## config.mk

```make
export PLATFORM = sky130hd
export DESIGN_NAME = xup_match_detector
export DESIGN_NICKNAME = d
export VERILOG_FILES = /design/src/rtl/xup_match_pkg.sv /design/src/rtl/xup_match_popcount.sv /design/src/rtl/xup_match_detector.sv
export SDC_FILE = /design/constraint.sdc
export NUM_CORES = 1
export LEC_CHECK = 0
export ABC_AREA = 1
export BUFFER_PORTS_ARGS = -buffer_cell sky130_fd_sc_hd__buf_2
export CORE_AREA = 3 3 89 49
export DETAILED_ROUTE_END_ITERATION = 7
export DIE_AREA = 0 0 92 52
export GPL_ROUTABILITY_DRIVEN = 0
export PLACE_DENSITY = 0.83
export SLEW_MARGIN = 5
export SYNTH_ARGS = -nofsm -noshare
export SYNTH_HDL_FRONTEND = slang
export SYNTH_SLANG_ARGS = --single-unit
export TNS_END_PERCENT = 100
```

## constraint.sdc

```tcl
create_clock -name clk -period 4.3 [get_ports clk]
set_input_delay 0.86 -clock clk [delete_from_list [all_inputs] [get_ports clk]]
set_output_delay 0.86 -clock clk [all_outputs]
set_load 0.02 [all_outputs]
```

## src/rtl/xup_match_pkg.sv

```systemverilog
// xup_match_pkg
// Shared definitions for the match detector: the lock FSM state encoding
// and a saturating increment helper used by the run and total counters.
package xup_match_pkg;

  typedef enum logic [1:0] {
    SEARCH = 2'd0,
    RUN    = 2'd1,
    LOCKED = 2'd2
  } state_t;

  // Increment v, holding at the all-ones value of a w-bit counter.
  function automatic logic [31:0] sat_inc(input logic [31:0] v, input int unsigned w);
    logic [31:0] max_val;
    max_val = (w >= 32) ? 32'hFFFF_FFFF : ((32'd1 << w) - 32'd1);
    return (v >= max_val) ? max_val : v + 32'd1;
  endfunction

endpackage

```

## src/rtl/xup_match_popcount.sv

```systemverilog
// xup_popcount
// Purely combinational population count of a SIZE-bit vector.
// Ports:
//   bits  - input vector
//   count - number of ones in bits ($clog2(SIZE+1) bits)
module xup_popcount #(
  parameter int SIZE = 8
) (
  input  logic [SIZE-1:0]            bits,
  output logic [$clog2(SIZE+1)-1:0]  count
);

  localparam int BC_W = $clog2(SIZE+1);

  always_comb begin
    count = '0;
    for (int i = 0; i < SIZE; i++) begin
      count = count + BC_W'(bits[i]);
    end
  end

endmodule

```

## src/rtl/xup_match_detector.sv

```systemverilog
// xup_match_detector
// Registered back end for a per-bit equality vector. Stage 1 masks the
// vector and reduces it to a word-match flag and a matching-bit count.
// Stage 2 tracks runs of consecutive matching samples and locks once the
// run reaches the programmable threshold.
// Ports:
//   clk, reset     - rising-edge clock, asynchronous active-high reset
//   en             - sample strobe for eq_bits
//   clear          - synchronous clear of counters and FSM state
//   eq_bits, mask  - equality vector and participation mask (1 = compare)
//   threshold      - consecutive matches needed for lock (0 acts as 1)
//   match, match_valid, bit_count - stage-1 results and freshness strobe
//   run_count, total_count        - saturating run / total match counters
//   locked, lock_pulse, lost_pulse - lock state and entry/exit pulses
module xup_match_detector
  import xup_match_pkg::*;
#(
  parameter int SIZE  = 8,
  parameter int CNT_W = 8,
  parameter int BC_W  = $clog2(SIZE+1)
) (
  input  logic             clk,
  input  logic             reset,
  input  logic             en,
  input  logic             clear,
  input  logic [SIZE-1:0]  eq_bits,
  input  logic [SIZE-1:0]  mask,
  input  logic [CNT_W-1:0] threshold,
  output logic             match,
  output logic             match_valid,
  output logic [BC_W-1:0]  bit_count,
  output logic [CNT_W-1:0] run_count,
  output logic [CNT_W-1:0] total_count,
  output logic             locked,
  output logic             lock_pulse,
  output logic             lost_pulse
);

  logic [BC_W-1:0]  bc_comb;
  logic             match_comb;

  state_t           state, state_nxt;
  logic [CNT_W-1:0] run_nxt, total_nxt, run_inc, t_eff;
  logic             lock_nxt, lost_nxt;

  // Masked-off bits count as equal for the word match, but not in the count.
  assign match_comb = &(eq_bits | ~mask);

  xup_popcount #(.SIZE(SIZE)) u_popcount (
    .bits  (eq_bits & mask),
    .count (bc_comb)
  );

  // ---- stage 1: mask and reduce ----
  always_ff @(posedge clk or posedge reset) begin
    if (reset) begin
      match       <= 1'b0;
      bit_count   <= '0;
      match_valid <= 1'b0;
    end else if (clear) begin
      match_valid <= 1'b0;
    end else if (en) begin
      match       <= match_comb;
      bit_count   <= bc_comb;
      match_valid <= 1'b1;
    end else begin
      match_valid <= 1'b0;
    end
  end

  // ---- stage 2: run tracking and lock FSM ----
  assign t_eff   = (threshold == '0) ? CNT_W'(1) : threshold;
  assign run_inc = CNT_W'(sat_inc(32'(run_count), CNT_W));

  always_comb begin
    state_nxt = state;
    run_nxt   = run_count;
    total_nxt = total_count;
    lock_nxt  = 1'b0;
    lost_nxt  = 1'b0;
    if (clear) begin
      state_nxt = SEARCH;
      run_nxt   = '0;
      total_nxt = '0;
    end else if (match_valid) begin
      if (match) total_nxt = CNT_W'(sat_inc(32'(total_count), CNT_W));
      case (state)
        SEARCH: begin
          if (match) begin
            run_nxt = CNT_W'(1);
            if (t_eff == CNT_W'(1)) begin
              state_nxt = LOCKED;
              lock_nxt  = 1'b1;
            end else begin
              state_nxt = RUN;
            end
          end
        end
        RUN: begin
          if (match) begin
            run_nxt = run_inc;
            // Compare against the threshold as sampled now, so a lowered
            // threshold takes effect on the next matching sample.
            if (run_inc >= t_eff) begin
              state_nxt = LOCKED;
              lock_nxt  = 1'b1;
            end
          end else begin
            run_nxt   = '0;
            state_nxt = SEARCH;
          end
        end
        LOCKED: begin
          if (match) begin
            run_nxt = run_inc;
          end else begin
            run_nxt   = '0;
            state_nxt = SEARCH;
            lost_nxt  = 1'b1;
          end
        end
        default: begin
          run_nxt   = '0;
          state_nxt = SEARCH;
        end
      endcase
    end
  end

  always_ff @(posedge clk or posedge reset) begin
    if (reset) begin
      state       <= SEARCH;
      run_count   <= '0;
      total_count <= '0;
      lock_pulse  <= 1'b0;
      lost_pulse  <= 1'b0;
    end else begin
      state       <= state_nxt;
      run_count   <= run_nxt;
      total_count <= total_nxt;
      lock_pulse  <= lock_nxt;
      lost_pulse  <= lost_nxt;
    end
  end

  assign locked = (state == LOCKED);

endmodule

```

==> results of run 1 <==
-- cell families (layout without fill, tap and decap cells) --
family                   count (synthesis)  count (layout)  synth area share, %
XOR/XNOR                                 1               1                0.429
adder cells (fa/ha/maj)                 21              21                 14.3
AND/OR/NAND/NOR                        121             121                 28.4
AO/OA/AOI/OAI                           41              41                 12.9
buffers and inverters                   65             120                 12.1
flip-flops                              26              26                 31.9
-- layout make-up --
class                      count  area (um2)
clock buffer                   3        41.3
clock inverter                 1        30.0
fill                         334        1290
inverter                      64         240
multi-input combinational    184        1140
sequential                    26         651
tap                           54        67.6
timing repair buffer          52         260
-- routing by layer --
layer  vias up  global-route usage (%)
met3         6                    4.05
met1       876                    30.3
li1        982                       -
met2        48                    29.7
met5         -                       0
met4         0                    4.68
-- registers in the layout, indices dropped and copies added, names as in the netlist --
signal       count
match_valid      1
lost_pulse       1
run_count        8
total_count      8
match            1
lock_pulse       1
bit_count        4
state            2
-- worst max-delay path by stage --
| stage | to | from | cells past startpoint | slack [ns] |
|---|---|---|---|---|
| 2_1_floorplan | bit_count[1]$_DFFE_PP0P_ | eq_bits[0] | 11 | 0.87 |
| 3_3_place_gp | bit_count[1]$_DFFE_PP0P_ | eq_bits[0] | 12 | 0.71 |
| 3_5_place_dp | bit_count[1]$_DFFE_PP0P_ | eq_bits[1] | 12 | 0.65 |
| 4_1_cts | bit_count[1]$_DFFE_PP0P_ | eq_bits[1] | 12 | 0.94 |
| 5_1_grt | bit_count[1]$_DFFE_PP0P_ | eq_bits[1] | 12 | 0.80 |
| 6_report | bit_count[1]$_DFFE_PP0P_ | eq_bits[0] | 12 | 0.97 |
-- power breakdown --
| part | leakage, nW | total, mW | internal, mW | switching [mW] |
|---|---|---|---|---|
| Combinational | 1.05 | 0.198 | 0.0725 | 0.126 |
| Clock | 0.0357 | 0.206 | 0.125 | 0.0816 |
| Sequential | 0.356 | 0.279 | 0.261 | 0.0181 |
| Total | 1.44 | 0.684 | 0.458 | 0.226 |
-- worst min-delay path, cell delays in order, from the launching register on --
cell	delay, ns
dfrtp_1	0.35
nand2_1	0.05
o21ai_0	0.07
-- synthesized netlist by cell type --
library cell / count
o21ai_1: 2
a31o_2: 1
nand2_1: 68
nand4_1: 5
or2_2: 2
nor2_4: 3
o21bai_1: 1
nand3_1: 12
nand2_2: 1
fa_1: 4
a22oi_4: 1
inv_1: 59
nand3_2: 3
ha_1: 17
nor4_1: 1
nor3_4: 1
and3_1: 1
nor3_1: 2
o31ai_1: 1
o21ai_0: 15
nand4_2: 1
dfrtp_1: 26
o2111ai_1: 1
xor2_1: 1
nor2_1: 19
nand4_4: 1
inv_2: 5
o22ai_1: 5
o21ai_2: 6
buf_4: 1
a21oi_1: 8
nor2_2: 1
-- per-stage QoR --
step | area (um2) | power [mW] | std cells | util, % | hold slack [ns]
after floorplan | 2040 | 0.420 | 275 | - | 0.491
after global placement | 2360 | 0.472 | 380 | 63.4 | 0.461
after detailed placement | 2360 | 0.479 | 380 | 63.4 | 0.477
after CTS | 2430 | 0.687 | 384 | 65.4 | 0.501
after global routing | 2430 | 0.728 | 384 | 65.4 | 0.518
final | 2430 | 0.684 | 384 | 65.4 | 0.502
==> results.cfg, run 1 <==
[critical_path]
rr_worst_depth = 14
startpoint_type = input port
arrival_ns = 3.53
cp_slowest_stage_delay_ns = 0.55
cp_cell_sequence = buf_2 -> nand2_1 -> inv_1 -> ha_1 -> inv_1 -> fa_1 -> fa_1 -> inv_1 -> fa_1 -> inv_1 -> fa_1 -> o21ai_0
cp-end-kind = flip-flop
regToRegStartpoint = run_count[0]$_DFFE_PP0P_
path_delay_family = adder cells
critPathKind = input port to flip-flop
cp_num_buf_inv = 5
reg2reg_slack_ns = 1.97
worstReg2RegEnd = state[0]$_DFFE_PP0P_
required_ns = 4.50
crit_path_max_fanout = 2
slowest_stage = fa_1

[routing]
avgViaCountPerCell = 4.98
ant_nets = 0
num_vias = 1912
routed.top_layer = met4
wl_um = 4630
wire_per_inst_um = 12.1
met1Wirelength_um = 2330
dr_wl_met3_um = 290
initialDrtViolationCount = 85
route.detailed.drc = 0
met2_length_um = 1960
dr.pass1.iters = 4

[cts]
cts_made_buffers = 3
clkTransAtPathRegs_ns = 0.09
clock_latency_ns = 0.27
root_buffer = clkbuf_8
cts_sinks = 26
postCtsHoldBufs = 0
cts_resized = 0
post_cts_buffers = 0
cts_tree = yes
htree_num_levels = 1
clock_path_buffers = 2

[placed_design]
port_buffers = 52
place_ws_ns = 0.652
dp_hpwl_um = 3900

[timing]
slew_viol_final = 0
max_slew_margin_pct = 34.8
setup_viol = 0
final-hold-violation-count = 0
grt_setup_unrepaired = false
fin_crit_ns = 3.33
fin_crit_sh_pct = 77.5
worst_slew_pin_slew_ns = 0.977
layout_setup_ws_ns = 0.967
timing.fmax_mhz = 300
clock_skew_ns = 0.00455
setup_tns_ns = 0

[synthesis]
ys_types = 32
yosysWarnings = 0
syn_nets = 324
synth.largest_area_cell = dfrtp_1
yosys_register_bits = 26
synth_top_area_share_pct = 31.9
yosys-top-cells-area = dfrtp_1 (32%), nand2_1 (13%), inv_1 (11%), ha_1 (10%), fa_1 (3.9%)
syn_inst = 275
netlist_area_um2 = 2040
avgSynthCellArea_um2 = 7.43
ys_seq_area_share_pct = 31.9

[floorplanning]
start_util_pct = 54.8
dieArea_um2 = 4780
rows = 16
ioPinCount = 53
die_y_um = 52
die_width_um = 92
fp.coreArea_um2 = 3720

[pwr]
ir_drop_mv = 0.172
leakagePower_nw = 1.44
power.density_nw_per_um2 = 281

[finish]
n_antenna_cell = 0
nNetsFinal = 380
layout-drive-gt1-share_pct = 24.8
final_common_cell = nand2_1
layout_common_cells = nand2_1 (68), inv_1 (59), buf_2 (52)
area_growth_pct = 19.2

[flow_run]
max_cap_violations = 0

[grt]
grt_max_degree = 27
antenna_found_initial = 0
grt_pass1_vias = 1663
grt_usage_pct = 20.2
grt_pass1_wl_um = 7530
overflow = 0

[hold_path]
whs_endpoint = bit_count[2]$_DFFE_PP0P_
min_path_type = flip-flop to flip-flop
whs_path_depth = 2
hp-start = bit_count[2]$_DFFE_PP0P_

[status]
outcome = finished clean
No activity file was read; power rests on OpenSTA's default activity.
==> run 2, diff against run 1 <==
--- a/config.mk
+++ b/config.mk
@@ -7,11 +7,11 @@
 export LEC_CHECK = 0
 export ABC_AREA = 1
 export BUFFER_PORTS_ARGS = -buffer_cell sky130_fd_sc_hd__buf_2
-export CORE_AREA = 3 3 89 49
+export CORE_AREA = 3 3 97 53
 export DETAILED_ROUTE_END_ITERATION = 7
-export DIE_AREA = 0 0 92 52
+export DIE_AREA = 0 0 100 56
 export GPL_ROUTABILITY_DRIVEN = 0
-export PLACE_DENSITY = 0.83
+export PLACE_DENSITY = 0.74
 export SLEW_MARGIN = 5
 export SYNTH_ARGS = -nofsm -noshare
 export SYNTH_HDL_FRONTEND = slang
==> constraint.sdc (replaced) <==
create_clock -name clk -period 2.8 [get_ports clk]
set_input_delay 0.56 -clock clk [delete_from_list [all_inputs] [get_ports clk]]
set_output_delay 0.56 -clock clk [all_outputs]
set_load 0.02 [all_outputs]
==> results.cfg, run 2 (synthesis results as in run 1) <==
[floorplanning]
die_width_um = 100
die_y_um = 56
ioPinCount = 53
fp.coreArea_um2 = 4320
start_util_pct = 47.3
dieArea_um2 = 5600
rows = 17

[status]
violations = negative setup slack
outcome = finished with violations

[cts]
htree_num_levels = 1
clock_latency_ns = 0.27
postCtsHoldBufs = 0
cts_sinks = 26
cts_tree = yes
clock_path_buffers = 2
cts_made_buffers = 3
clkTransAtPathRegs_ns = 0.09
root_buffer = clkbuf_8

[grt]
grt_usage_pct = 17.0
grt_pass1_vias = 1895
grt_max_degree = 27
overflow = 0
antenna_found_initial = 0
grt_pass1_wl_um = 7990

[timing]
fin_crit_sh_pct = 101
fin_crit_ns = 2.83
holdWs_ns = 0.323
slew_viol_final = 0
grt_setup_unrepaired = true
clock_skew_ns = 0.00186
setup_viol = 2
timing.fmax_mhz = 353
worst_slew_pin_slew_ns = 0.455
final-hold-violation-count = 0
max_slew_margin_pct = 69.7
layout_setup_ws_ns = -0.0319
setup_tns_ns = -0.0586

[pwr]
power.density_nw_per_um2 = 424
ir_drop_mv = 0.193
power.total_mw = 1.06
leakagePower_nw = 1.45

[placed_design]
port_buffers = 52
dp_hpwl_um = 3900
dp_cells = 384
place_ws_ns = -0.299

[finish]
nNetsFinal = 382
reg_top3 = run_count (8), total_count (8), bit_count (4)
stdcell_count = 389
layout-drive-gt1-share_pct = 28.0
layout_common_cells = nand2_1 (66), inv_1 (54), buf_2 (48)
n_antenna_cell = 0
area_growth_pct = 22.3
final_common_cell = nand2_1

[critical_path]
reg2reg_slack_ns = 0.39
crit_path_max_fanout = 2
startpoint_type = input port
required_ns = 3.01
worstReg2RegEnd = state[0]$_DFFE_PP0P_
arrival_ns = 3.04
rr_worst_depth = 14
cp-end-kind = flip-flop
critPathLaunch = mask[1]
critPathKind = input port to flip-flop
regToRegStartpoint = run_count[1]$_DFFE_PP0P_

[routing]
dr.pass1.iters = 4
ant_nets = 0
route.detailed.drc = 0
num_vias = 1951
avgViaCountPerCell = 5.02
wl_um = 4810
initialDrtViolationCount = 55
wire_per_inst_um = 12.4

[flow_run]
max_cap_violations = 0

[hold_path]
min_path_type = input port to async pin
==> run 2: metal layers <==
layer	track usage [%]	routed length, um	vias up
met1	19.8	2040	912
met3	2.38	231	2
met4	3.84	11	0
met2	32.8	2520	50
li1	-	-	987
met5	0	0	-
==> run 2: power by group <==
part           internal, mW  switching [mW]  total (mW)  leakage, nW
sequential            0.401          0.0245       0.425        0.356
clock                 0.191           0.125       0.317       0.0357
combinational         0.123           0.194       0.317         1.06
total                 0.716           0.343        1.06         1.45
==> run 2: timing repair <==
item | in CTS | in global routing
endpoints found under the setup margin | 1 | 2
resized for setup | 0 | 12
hold endpoints to repair | 0 | 0
gates cloned | 0 | 0
pin swaps | 0 | 8
buffers inserted | 0 | 1
==> run 2: worst max path at each step <==
| stage | endpoint | slack, ns | cells after the start |
|---|---|---|---|
| finish | bit_count[1]$_DFFE_PP0P_ | -0.03 | 12 |
| global route | bit_count[1]$_DFFE_PP0P_ | -0.14 | 12 |
| CTS | bit_count[1]$_DFFE_PP0P_ | -0.007 | 12 |
| detailed placement | bit_count[1]$_DFFE_PP0P_ | -0.30 | 12 |
| global placement | bit_count[1]$_DFFE_PP0P_ | -0.22 | 12 |
| floorplan | bit_count[1]$_DFFE_PP0P_ | -0.07 | 11 |
==> run 2: stage by stage <==
| step | util, % | area, um2 |
|---|---|---|
| 6_report | 57.8 | 2500 |
| 5_1_grt | 57.8 | 2500 |
| 4_1_cts | 56.7 | 2450 |
| 3_5_place_dp | 55.0 | 2380 |
| 3_3_place_gp | 55.0 | 2380 |
| 2_1_floorplan | - | 2040 |
==> run 2: critical path, stage by stage <==
cell     delay, ns
buf_6         0.10
nand2_2       0.06
inv_2         0.04
ha_4          0.25
inv_2         0.03
fa_1          0.48
fa_1          0.54
inv_2         0.04
fa_2          0.36
inv_2         0.07
fa_1          0.37
o21ai_1       0.13
==> run 2: cell type report <==
type / count / area, um2
fill: 417 / 1820
multi-input combinational: 184 / 1160
sequential: 26 / 651
timing repair buffer: 54 / 300
inverter: 64 / 240
tap: 57 / 71.3
clock buffer: 3 / 41.3
clock inverter: 1 / 30.0
